--- src/rtl/fp_pkg.sv ---
// Shared types for the parametrised floating-point add/subtract coprocessor.
package fp_pkg;

  typedef enum logic [2:0] {
    IDLE,
    UNPACK,
    ALIGN,
    ADD,
    NORM,
    ROUND
  } state_t;

  typedef struct packed {
    logic invalid;
    logic overflow;
    logic underflow;
    logic inexact;
  } flags_t;

  typedef enum logic [2:0] {
    ZERO,
    NORMAL,
    INF,
    QNAN,
    SNAN
  } fp_class_t;

  // Operand class from width-independent field summaries; subnormals read as zero.
  function automatic fp_class_t classify(input logic exp_zero, input logic exp_ones,
                                         input logic frac_zero, input logic frac_msb);
    if (exp_zero) return ZERO;
    if (!exp_ones) return NORMAL;
    if (frac_zero) return INF;
    return frac_msb ? QNAN : SNAN;
  endfunction

endpackage

--- src/rtl/fp_lzc.sv ---
// Combinational leading-zero counter with an all-zero indicator.
module fp_lzc #(
  parameter int W  = 27,
  parameter int CW = $clog2(W)
) (
  input  logic [W-1:0]  in_v,
  output logic [CW-1:0] cnt,
  output logic          zero
);

  logic found;

  // Priority scan from the MSB; cnt is 0 when the input is all zero.
  always_comb begin
    cnt   = '0;
    found = 1'b0;
    for (int unsigned i = 0; i < W; i++) begin
      if (!found && in_v[W-1-i]) begin
        cnt   = CW'(i);
        found = 1'b1;
      end
    end
    zero = ~|in_v;
  end

endmodule

--- src/rtl/fp_addsub_param.sv ---
// Multi-cycle IEEE-754 adder/subtractor with RNE rounding and exception flags.
module fp_addsub_param
  import fp_pkg::*;
#(
  parameter int EXP_W = 8,
  parameter int MAN_W = 23
) (
  input  logic                   clk,
  input  logic                   reset,
  input  logic                   start,
  input  logic                   oper,
  input  logic [EXP_W+MAN_W:0]   A,
  input  logic [EXP_W+MAN_W:0]   B,
  output logic [EXP_W+MAN_W:0]   R,
  output logic                   ready,
  output logic                   busy,
  output logic [3:0]             flags
);

  localparam int W  = 1 + EXP_W + MAN_W;
  localparam int SW = MAN_W + 4;   // hidden + fraction + guard/round/sticky
  localparam int AW = MAN_W + 5;   // adder width with carry-out
  localparam int EW = EXP_W + 2;   // signed exponent with headroom both ways
  localparam int CW = $clog2(SW);

  localparam logic [EXP_W-1:0]     EXP_ONES = '1;
  localparam logic signed [EW-1:0] EMAX     = EW'((1 << EXP_W) - 1);
  localparam logic signed [EW-1:0] EZERO    = '0;
  localparam logic [EW-1:0]        DMAX     = EW'(SW - 1);
  localparam logic [W-1:0]         QNAN_W   = {1'b0, {EXP_W{1'b1}}, 1'b1, {(MAN_W-1){1'b0}}};

  state_t                 state_q, state_d;
  logic [W-1:0]           a_q, a_d, b_q, b_d, r_q, r_d;
  logic                   oper_q, oper_d;
  flags_t                 flags_q, flags_d;
  logic                   ready_q, ready_d, busy_q, busy_d;
  logic                   sign_q, sign_d, sub_q, sub_d;
  logic signed [EW-1:0]   exp_q, exp_d;
  logic [SW-1:0]          sig_l_q, sig_l_d, sig_s_q, sig_s_d, norm_q, norm_d;
  logic [AW-1:0]          sum_q, sum_d;

  logic [EXP_W-1:0]       a_exp, b_exp, exp_big, exp_small;
  logic [MAN_W-1:0]       a_frac, b_frac, frac_big, frac_small;
  logic                   a_sign, eff_sb, a_big;
  fp_class_t              cls_a, cls_b;
  logic [EW-1:0]          d_raw, d_sat;
  logic [SW-1:0]          sig_small, mask, aligned;
  logic [CW-1:0]          lz_cnt;
  logic                   lz_zero;
  logic                   g_bit, r_bit, s_bit, inc;
  logic [MAN_W:0]         frac_r;
  logic signed [EW-1:0]   exp_r;

  assign a_sign = a_q[W-1];
  assign a_exp  = a_q[W-2:MAN_W];
  assign a_frac = a_q[MAN_W-1:0];
  assign b_exp  = b_q[W-2:MAN_W];
  assign b_frac = b_q[MAN_W-1:0];
  assign eff_sb = b_q[W-1] ^ oper_q;
  assign cls_a  = classify(a_exp == '0, a_exp == EXP_ONES, a_frac == '0, a_frac[MAN_W-1]);
  assign cls_b  = classify(b_exp == '0, b_exp == EXP_ONES, b_frac == '0, b_frac[MAN_W-1]);

  fp_lzc #(.W(SW), .CW(CW)) u_lzc (
    .in_v (sum_q[SW-1:0]),
    .cnt  (lz_cnt),
    .zero (lz_zero)
  );

  // Alignment and rounding arithmetic, consumed by the FSM in ALIGN and ROUND.
  always_comb begin
    a_big      = a_q[W-2:0] >= b_q[W-2:0];
    exp_big    = a_big ? a_exp  : b_exp;
    exp_small  = a_big ? b_exp  : a_exp;
    frac_big   = a_big ? a_frac : b_frac;
    frac_small = a_big ? b_frac : a_frac;
    d_raw      = {2'b00, exp_big} - {2'b00, exp_small};
    d_sat      = (d_raw > DMAX) ? DMAX : d_raw;
    sig_small  = {1'b1, frac_small, 3'b000};
    mask       = ~({SW{1'b1}} << d_sat);
    aligned    = (sig_small >> d_sat) | {{(SW-1){1'b0}}, |(sig_small & mask)};

    g_bit  = norm_q[2];
    r_bit  = norm_q[1];
    s_bit  = norm_q[0];
    inc    = g_bit & (r_bit | s_bit | norm_q[3]);
    frac_r = {1'b0, norm_q[SW-2:3]} + {{MAN_W{1'b0}}, inc};
    exp_r  = exp_q + $signed({{(EW-1){1'b0}}, frac_r[MAN_W]});
  end

  // Next-state and datapath register updates for each FSM phase.
  always_comb begin
    state_d = state_q;
    a_d     = a_q;
    b_d     = b_q;
    oper_d  = oper_q;
    r_d     = r_q;
    flags_d = flags_q;
    ready_d = 1'b0;
    busy_d  = busy_q;
    sign_d  = sign_q;
    sub_d   = sub_q;
    exp_d   = exp_q;
    sig_l_d = sig_l_q;
    sig_s_d = sig_s_q;
    sum_d   = sum_q;
    norm_d  = norm_q;

    case (state_q)
      IDLE: begin
        if (start) begin
          a_d     = A;
          b_d     = B;
          oper_d  = oper;
          busy_d  = 1'b1;
          state_d = UNPACK;
        end
      end

      UNPACK: begin
        ready_d = 1'b1;
        busy_d  = 1'b0;
        state_d = IDLE;
        flags_d = '0;
        if (cls_a == QNAN || cls_a == SNAN || cls_b == QNAN || cls_b == SNAN) begin
          r_d             = QNAN_W;
          flags_d.invalid = (cls_a == SNAN) || (cls_b == SNAN);
        end else if (cls_a == INF && cls_b == INF) begin
          if (a_sign != eff_sb) begin
            r_d             = QNAN_W;
            flags_d.invalid = 1'b1;
          end else begin
            r_d = {a_sign, EXP_ONES, {MAN_W{1'b0}}};
          end
        end else if (cls_a == INF) begin
          r_d = {a_sign, EXP_ONES, {MAN_W{1'b0}}};
        end else if (cls_b == INF) begin
          r_d = {eff_sb, EXP_ONES, {MAN_W{1'b0}}};
        end else if (cls_a == ZERO && cls_b == ZERO) begin
          r_d = {a_sign & eff_sb, {(W-1){1'b0}}};
        end else if (cls_a == ZERO) begin
          r_d = {eff_sb, b_q[W-2:0]};
        end else if (cls_b == ZERO) begin
          r_d = {a_sign, a_q[W-2:0]};
        end else begin
          // Both normal: undo the early completion and continue the pipeline.
          ready_d = 1'b0;
          busy_d  = 1'b1;
          r_d     = r_q;
          flags_d = flags_q;
          state_d = ALIGN;
        end
      end

      ALIGN: begin
        sign_d  = a_big ? a_sign : eff_sb;
        sub_d   = a_sign ^ eff_sb;
        exp_d   = $signed({2'b00, exp_big});
        sig_l_d = {1'b1, frac_big, 3'b000};
        sig_s_d = aligned;
        state_d = ADD;
      end

      ADD: begin
        sum_d   = sub_q ? ({1'b0, sig_l_q} - {1'b0, sig_s_q})
                        : ({1'b0, sig_l_q} + {1'b0, sig_s_q});
        state_d = NORM;
      end

      NORM: begin
        if (sum_q[AW-1]) begin
          norm_d = {sum_q[AW-1:2], sum_q[1] | sum_q[0]};
          exp_d  = exp_q + $signed({{(EW-1){1'b0}}, 1'b1});
        end else if (lz_zero) begin
          norm_d = '0;
        end else begin
          norm_d = sum_q[SW-1:0] << lz_cnt;
          exp_d  = exp_q - $signed({{(EW-CW){1'b0}}, lz_cnt});
        end
        state_d = ROUND;
      end

      ROUND: begin
        flags_d = '0;
        // A cleared hidden bit only happens for an exact-zero sum.
        if (!norm_q[SW-1]) begin
          r_d = '0;
        end else if (exp_r >= EMAX) begin
          r_d              = {sign_q, EXP_ONES, {MAN_W{1'b0}}};
          flags_d.overflow = 1'b1;
          flags_d.inexact  = 1'b1;
        end else if (exp_r <= EZERO) begin
          r_d               = {sign_q, {(W-1){1'b0}}};
          flags_d.underflow = 1'b1;
          flags_d.inexact   = 1'b1;
        end else begin
          r_d             = {sign_q, exp_r[EXP_W-1:0], frac_r[MAN_W-1:0]};
          flags_d.inexact = g_bit | r_bit | s_bit;
        end
        ready_d = 1'b1;
        busy_d  = 1'b0;
        state_d = IDLE;
      end

      default: state_d = IDLE;
    endcase
  end

  // State and datapath registers with synchronous reset.
  always_ff @(posedge clk) begin
    if (reset) begin
      state_q <= IDLE;
      a_q     <= '0;
      b_q     <= '0;
      oper_q  <= 1'b0;
      r_q     <= '0;
      flags_q <= '0;
      ready_q <= 1'b0;
      busy_q  <= 1'b0;
      sign_q  <= 1'b0;
      sub_q   <= 1'b0;
      exp_q   <= '0;
      sig_l_q <= '0;
      sig_s_q <= '0;
      sum_q   <= '0;
      norm_q  <= '0;
    end else begin
      state_q <= state_d;
      a_q     <= a_d;
      b_q     <= b_d;
      oper_q  <= oper_d;
      r_q     <= r_d;
      flags_q <= flags_d;
      ready_q <= ready_d;
      busy_q  <= busy_d;
      sign_q  <= sign_d;
      sub_q   <= sub_d;
      exp_q   <= exp_d;
      sig_l_q <= sig_l_d;
      sig_s_q <= sig_s_d;
      sum_q   <= sum_d;
      norm_q  <= norm_d;
    end
  end

  assign R     = r_q;
  assign ready = ready_q;
  assign busy  = busy_q;
  assign flags = flags_q;

endmodule

--- config.mk ---
export PLATFORM = sky130hd
export DESIGN_NAME = fp_addsub_param
export DESIGN_NICKNAME = d
export VERILOG_FILES = /design/src/rtl/fp_pkg.sv /design/src/rtl/fp_lzc.sv /design/src/rtl/fp_addsub_param.sv
export SDC_FILE = /design/constraint.sdc
export NUM_CORES = 1
export LEC_CHECK = 0
export ABC_CLOCK_PERIOD_IN_PS = 5910
export BUFFER_PORTS_ARGS = -buffer_cell sky130_fd_sc_hd__buf_2
export CORE_AREA = 2 2 126 251
export DETAILED_ROUTE_END_ITERATION = 10
export DIE_AREA = 0 0 128 253
export PLACE_DENSITY = 0.78
export SYNTH_ARGS = -nofsm -noshare
export SYNTH_HDL_FRONTEND = slang
export SYNTH_SLANG_ARGS = --single-unit
--- constraint.sdc ---
create_clock -name clk -period 5.91 [get_ports clk]
set_clock_uncertainty 0.1 [all_clocks]
set_input_delay 0.2955 -clock clk [delete_from_list [all_inputs] [get_ports clk]]
set_output_delay 0.2955 -clock clk [all_outputs]
set_load 0.1 [all_outputs]
==> key figures <==
Outcome
  • Status: completed

Timing
  • Final setup fails: 0
  • Tmin final: 5.66 ns
  • PnR worst setup slack: 0.254 ns
  • Unrepaired setup endpoints after global routing: no
  • Final Max Tran Viols: 0
  • Final Hold Vio Count: 0
  • Relative slew margins: 28.8%
  • Setup TNS: 0 ns
  • Final Cycle Share: 95.7%
  • Slew at the pin closest to its max-slew limit: 1.06 ns
  • Fmax: 177 MHz

Clock network
  • Clk slew on worst S/H paths: 0.07 ns
  • Post-CTS setup buffer count: 0
  • CTS Buf Count: 23
  • CTS Buffer Depth: 3
  • Skew-Pair Late Insertion Delay: 0.55 ns
  • Max H-tree Level: 1
  • Clock sink count: 224
  • CTS tree: done
  • Clock root buffer: clkbuf_16

Final layout
  • Final Util: 65.1%
  • # fillers: 2705
  • Multi-input logic area: 11700 sq um
  • Layout cells sized above 1: 12.1%
  • Final net count: 2718
  • Layout area overhead: 15.9%
  • FF+latch area: 4490 sq um

Routing
  • Via Count: 19200
  • Pre-antenna DRT Iters: 8
  • Post-route DRC: 0
  • WL final: 68600 um
  • First DRT Iteration DRCs: 2072
  • Avg WL per Cell: 23.3 um
  • Detail Route Antenna Nets: 0
  • Vias per cell: 6.54

Synth
  • Synth cell types: 93
  • Register area share after synthesis: 26.2%
  • Top-area cell type share of the netlist area: 26.2%
  • Post-Syn Instances: 2405
  • Async set-reset flop share out of synthesis: 0%
  • Ranking of synthesized cells by area: dfxtp_1, nand2_1, a21oi_1, ha_1, nor2_1
  • EDFF count, synth: 0
  • Post-synthesis register bit count: 224
  • Mapped Area: 17100 sq um
  • Syn nets: 2571
  • Avg Inst Size Synth: 7.13 sq um
  • YS warnings: 0
  • Most used flip-flop cell after synthesis: dfxtp_1
  • Synth area leader: dfxtp_1

Place
  • # port buffers: 105
  • Detail Placement HPWL: 51000 um
  • Dpl ws: 0.218 ns
  • Placer Congestion: 1.07

Floorplanning
  • IO Count: 106
  • Die ar.: 32400 sq um
  • Starting Density: 56.2%
  • Placeable Area: 30500 sq um
  • Die X: 128 um
  • Cell row count: 91
  • Die height: 253 um

Global routing
  • Total gr overflow: 0
  • First-pass GRT wire length: 104000 um
  • Initial antenna violation count: 2
  • GRT Resource Usage Total: 41.6%
  • Largest net degree at the start of global routing: 89
  • Vias in the first global route: 18100

Critical path
  • Worst Setup End Kind: register
  • CP Launch Point: b_q[18]
  • CP Launch Type: register
  • Worst path required time: 6.25 ns
  • Max FO, Critical Path: 18
  • Worst r2r path cells: 25
  • Worst Setup EP: sig_s_q[5]
  • Worst Setup Path Type: register to register
  • FF-to-FF setup slack: 0.25 ns
  • Reg-to-reg critical path endpoint: sig_s_q[5]
  • Worst flop-to-flop path startpoint: b_q[18]
  • CP arrival: 5.99 ns

Run
  • Max Cap Viol: 0

Worst hold path
  • Hold WC Path Type: input pin to register

Power
  • Worst vdd ir: 0.000280 V
  • LEAKAGE: 8.06 nW
  • Power Dens Cells: 298 nW/um^2
## critical path: stages, from the launching register on
cell,delay (ns)
dfxtp_1,0.35
inv_1,0.07
ha_1,0.29
a21oi_1,0.16
o21ai_1,0.08
a221o_1,0.39
a211o_1,0.29
o221ai_4,0.20
nand2_4,0.07
mux2i_1,0.12
ha_2,0.21
nand2_1,0.09
nand2_1,0.07
a21o_1,0.19
a21o_1,0.18
a2111oi_2,0.34
a21oi_1,0.10
mux2i_1,0.22
or4_1,0.41
buf_4,0.23
nor2_8,0.24
nor3_1,0.08
a311o_1,0.37
a21oi_2,0.24
mux2i_1,0.13
a221o_1,0.30
## flip-flops by register name (all words and copies together), names as in the netlist, 10 cells and up
| name | flops |
|---|---|
| R | 32 |
| exp_q | 10 |
| b_q | 32 |
| sig_s_q | 27 |
| a_q | 32 |
| norm_q | 27 |
| sum_q | 28 |
| sig_l_q | 24 |
## cell usage in the layout (no fill, tap or decap), drive strengths merged, types with 29 or more instances in the layout
cell type,n
a211oi,48
a21o,34
a21oi,251
a311oi,34
buf,213
dfxtp,224
dlygate4sd3,65
ha,96
inv,111
mux2i,70
nand2,376
nand3,38
nor2,272
nor3,83
o21ai,136
o221ai,29
xnor2,37
## synthesized netlist by cell type (10+ instances only)
master / n
nand2_1: 374
nor2_1: 269
a21oi_1: 249
dfxtp_1: 224
clkbuf_1: 130
o21ai_0: 117
inv_1: 106
ha_1: 96
nor3_1: 83
mux2i_1: 70
a211oi_1: 46
nand3_1: 38
xnor2_1: 37
a21o_1: 34
a311oi_1: 34
o221ai_1: 28
xor2_1: 27
nand4_1: 23
a31oi_1: 22
nor4_1: 22
o211ai_1: 22
nand2b_1: 20
a22oi_1: 19
and3_1: 19
o21ai_1: 19
or3_1: 18
and2_1: 16
a221oi_1: 15
nor2b_1: 15
buf_1: 14
o21a_1: 10
o21bai_1: 10
## per-stage QoR
stage / power, W / cells / hold WS, ns / cell area [sq um]
2_1_floorplan: 0.00346 / 2405 / 0.331 / 17200
3_3_place_gp: 0.00425 / 2834 / 0.349 / 18400
3_5_place_dp: 0.00424 / 2834 / 0.358 / 18400
4_1_cts: 0.00582 / 2940 / 0.0216 / 19800
5_1_grt: 0.00616 / 2941 / 0.0351 / 19900
6_report: 0.00592 / 2942 / 0.0586 / 19900
## area by class of cell
class                           instances  area share, %
Antenna cell                            2         0.0252
Inverter                              107           2.02
Clock buffer                           28           3.09
Timing Repair Buffer                  278           10.0
Multi-Input combinational cell       1918           59.1
Clock inverter                         13          0.825
Tap cell                              372           2.34
Sequential cell                       224           22.6
## routing by layer
layer  track usage (%)  vias to the layer above  wire, um
met2              65.7                     1072     30600
li1                  -                     8958         -
met1              50.2                     8947     26000
met5                 0                        -         0
met3              6.08                      265      5530
met4              32.3                        0      6520
## cell families after synthesis
family | synth area share, %
AND/OR/NAND/NOR | 24.3
adder cells (fa/ha/maj) | 7.24
flip-flops | 26.2
multiplexers | 4.70
buffers and inverters | 5.97
XOR/XNOR | 3.27
AO/OA/AOI/OAI | 28.4
## where the power goes
| part | total, W | internal [W] | switching [W] | leakage, nW |
|---|---|---|---|---|
| Clock | 0.00156 | 0.000881 | 0.000677 | 0.378 |
| Combinational | 0.00267 | 0.000859 | 0.00182 | 5.86 |
| Sequential | 0.00169 | 0.00160 | 0.0000921 | 1.82 |
## what timing repair did
item,4_1_cts,5_1_grt
setup endpoints to repair,0,15
hold buffers,65,0
endpoints found under the hold margin,65,0
resized for setup,0,12
## how the worst min path moves through the flow
| stage | from | to | slack (ns) | depth (start not counted) |
|---|---|---|---|---|
| floorplan | B[31] | b_q[31] | 0.33 | 2 |
| global placement | flags[0] | flags[0] | 0.35 | 2 |
| detailed placement | flags[0] | flags[0] | 0.36 | 2 |
| CTS | B[17] | b_q[17] | 0.02 | 3 |
| global route | B[17] | b_q[17] | 0.04 | 3 |
| finish | B[17] | b_q[17] | 0.06 | 3 |
Power figures use the tool's default switching activity.
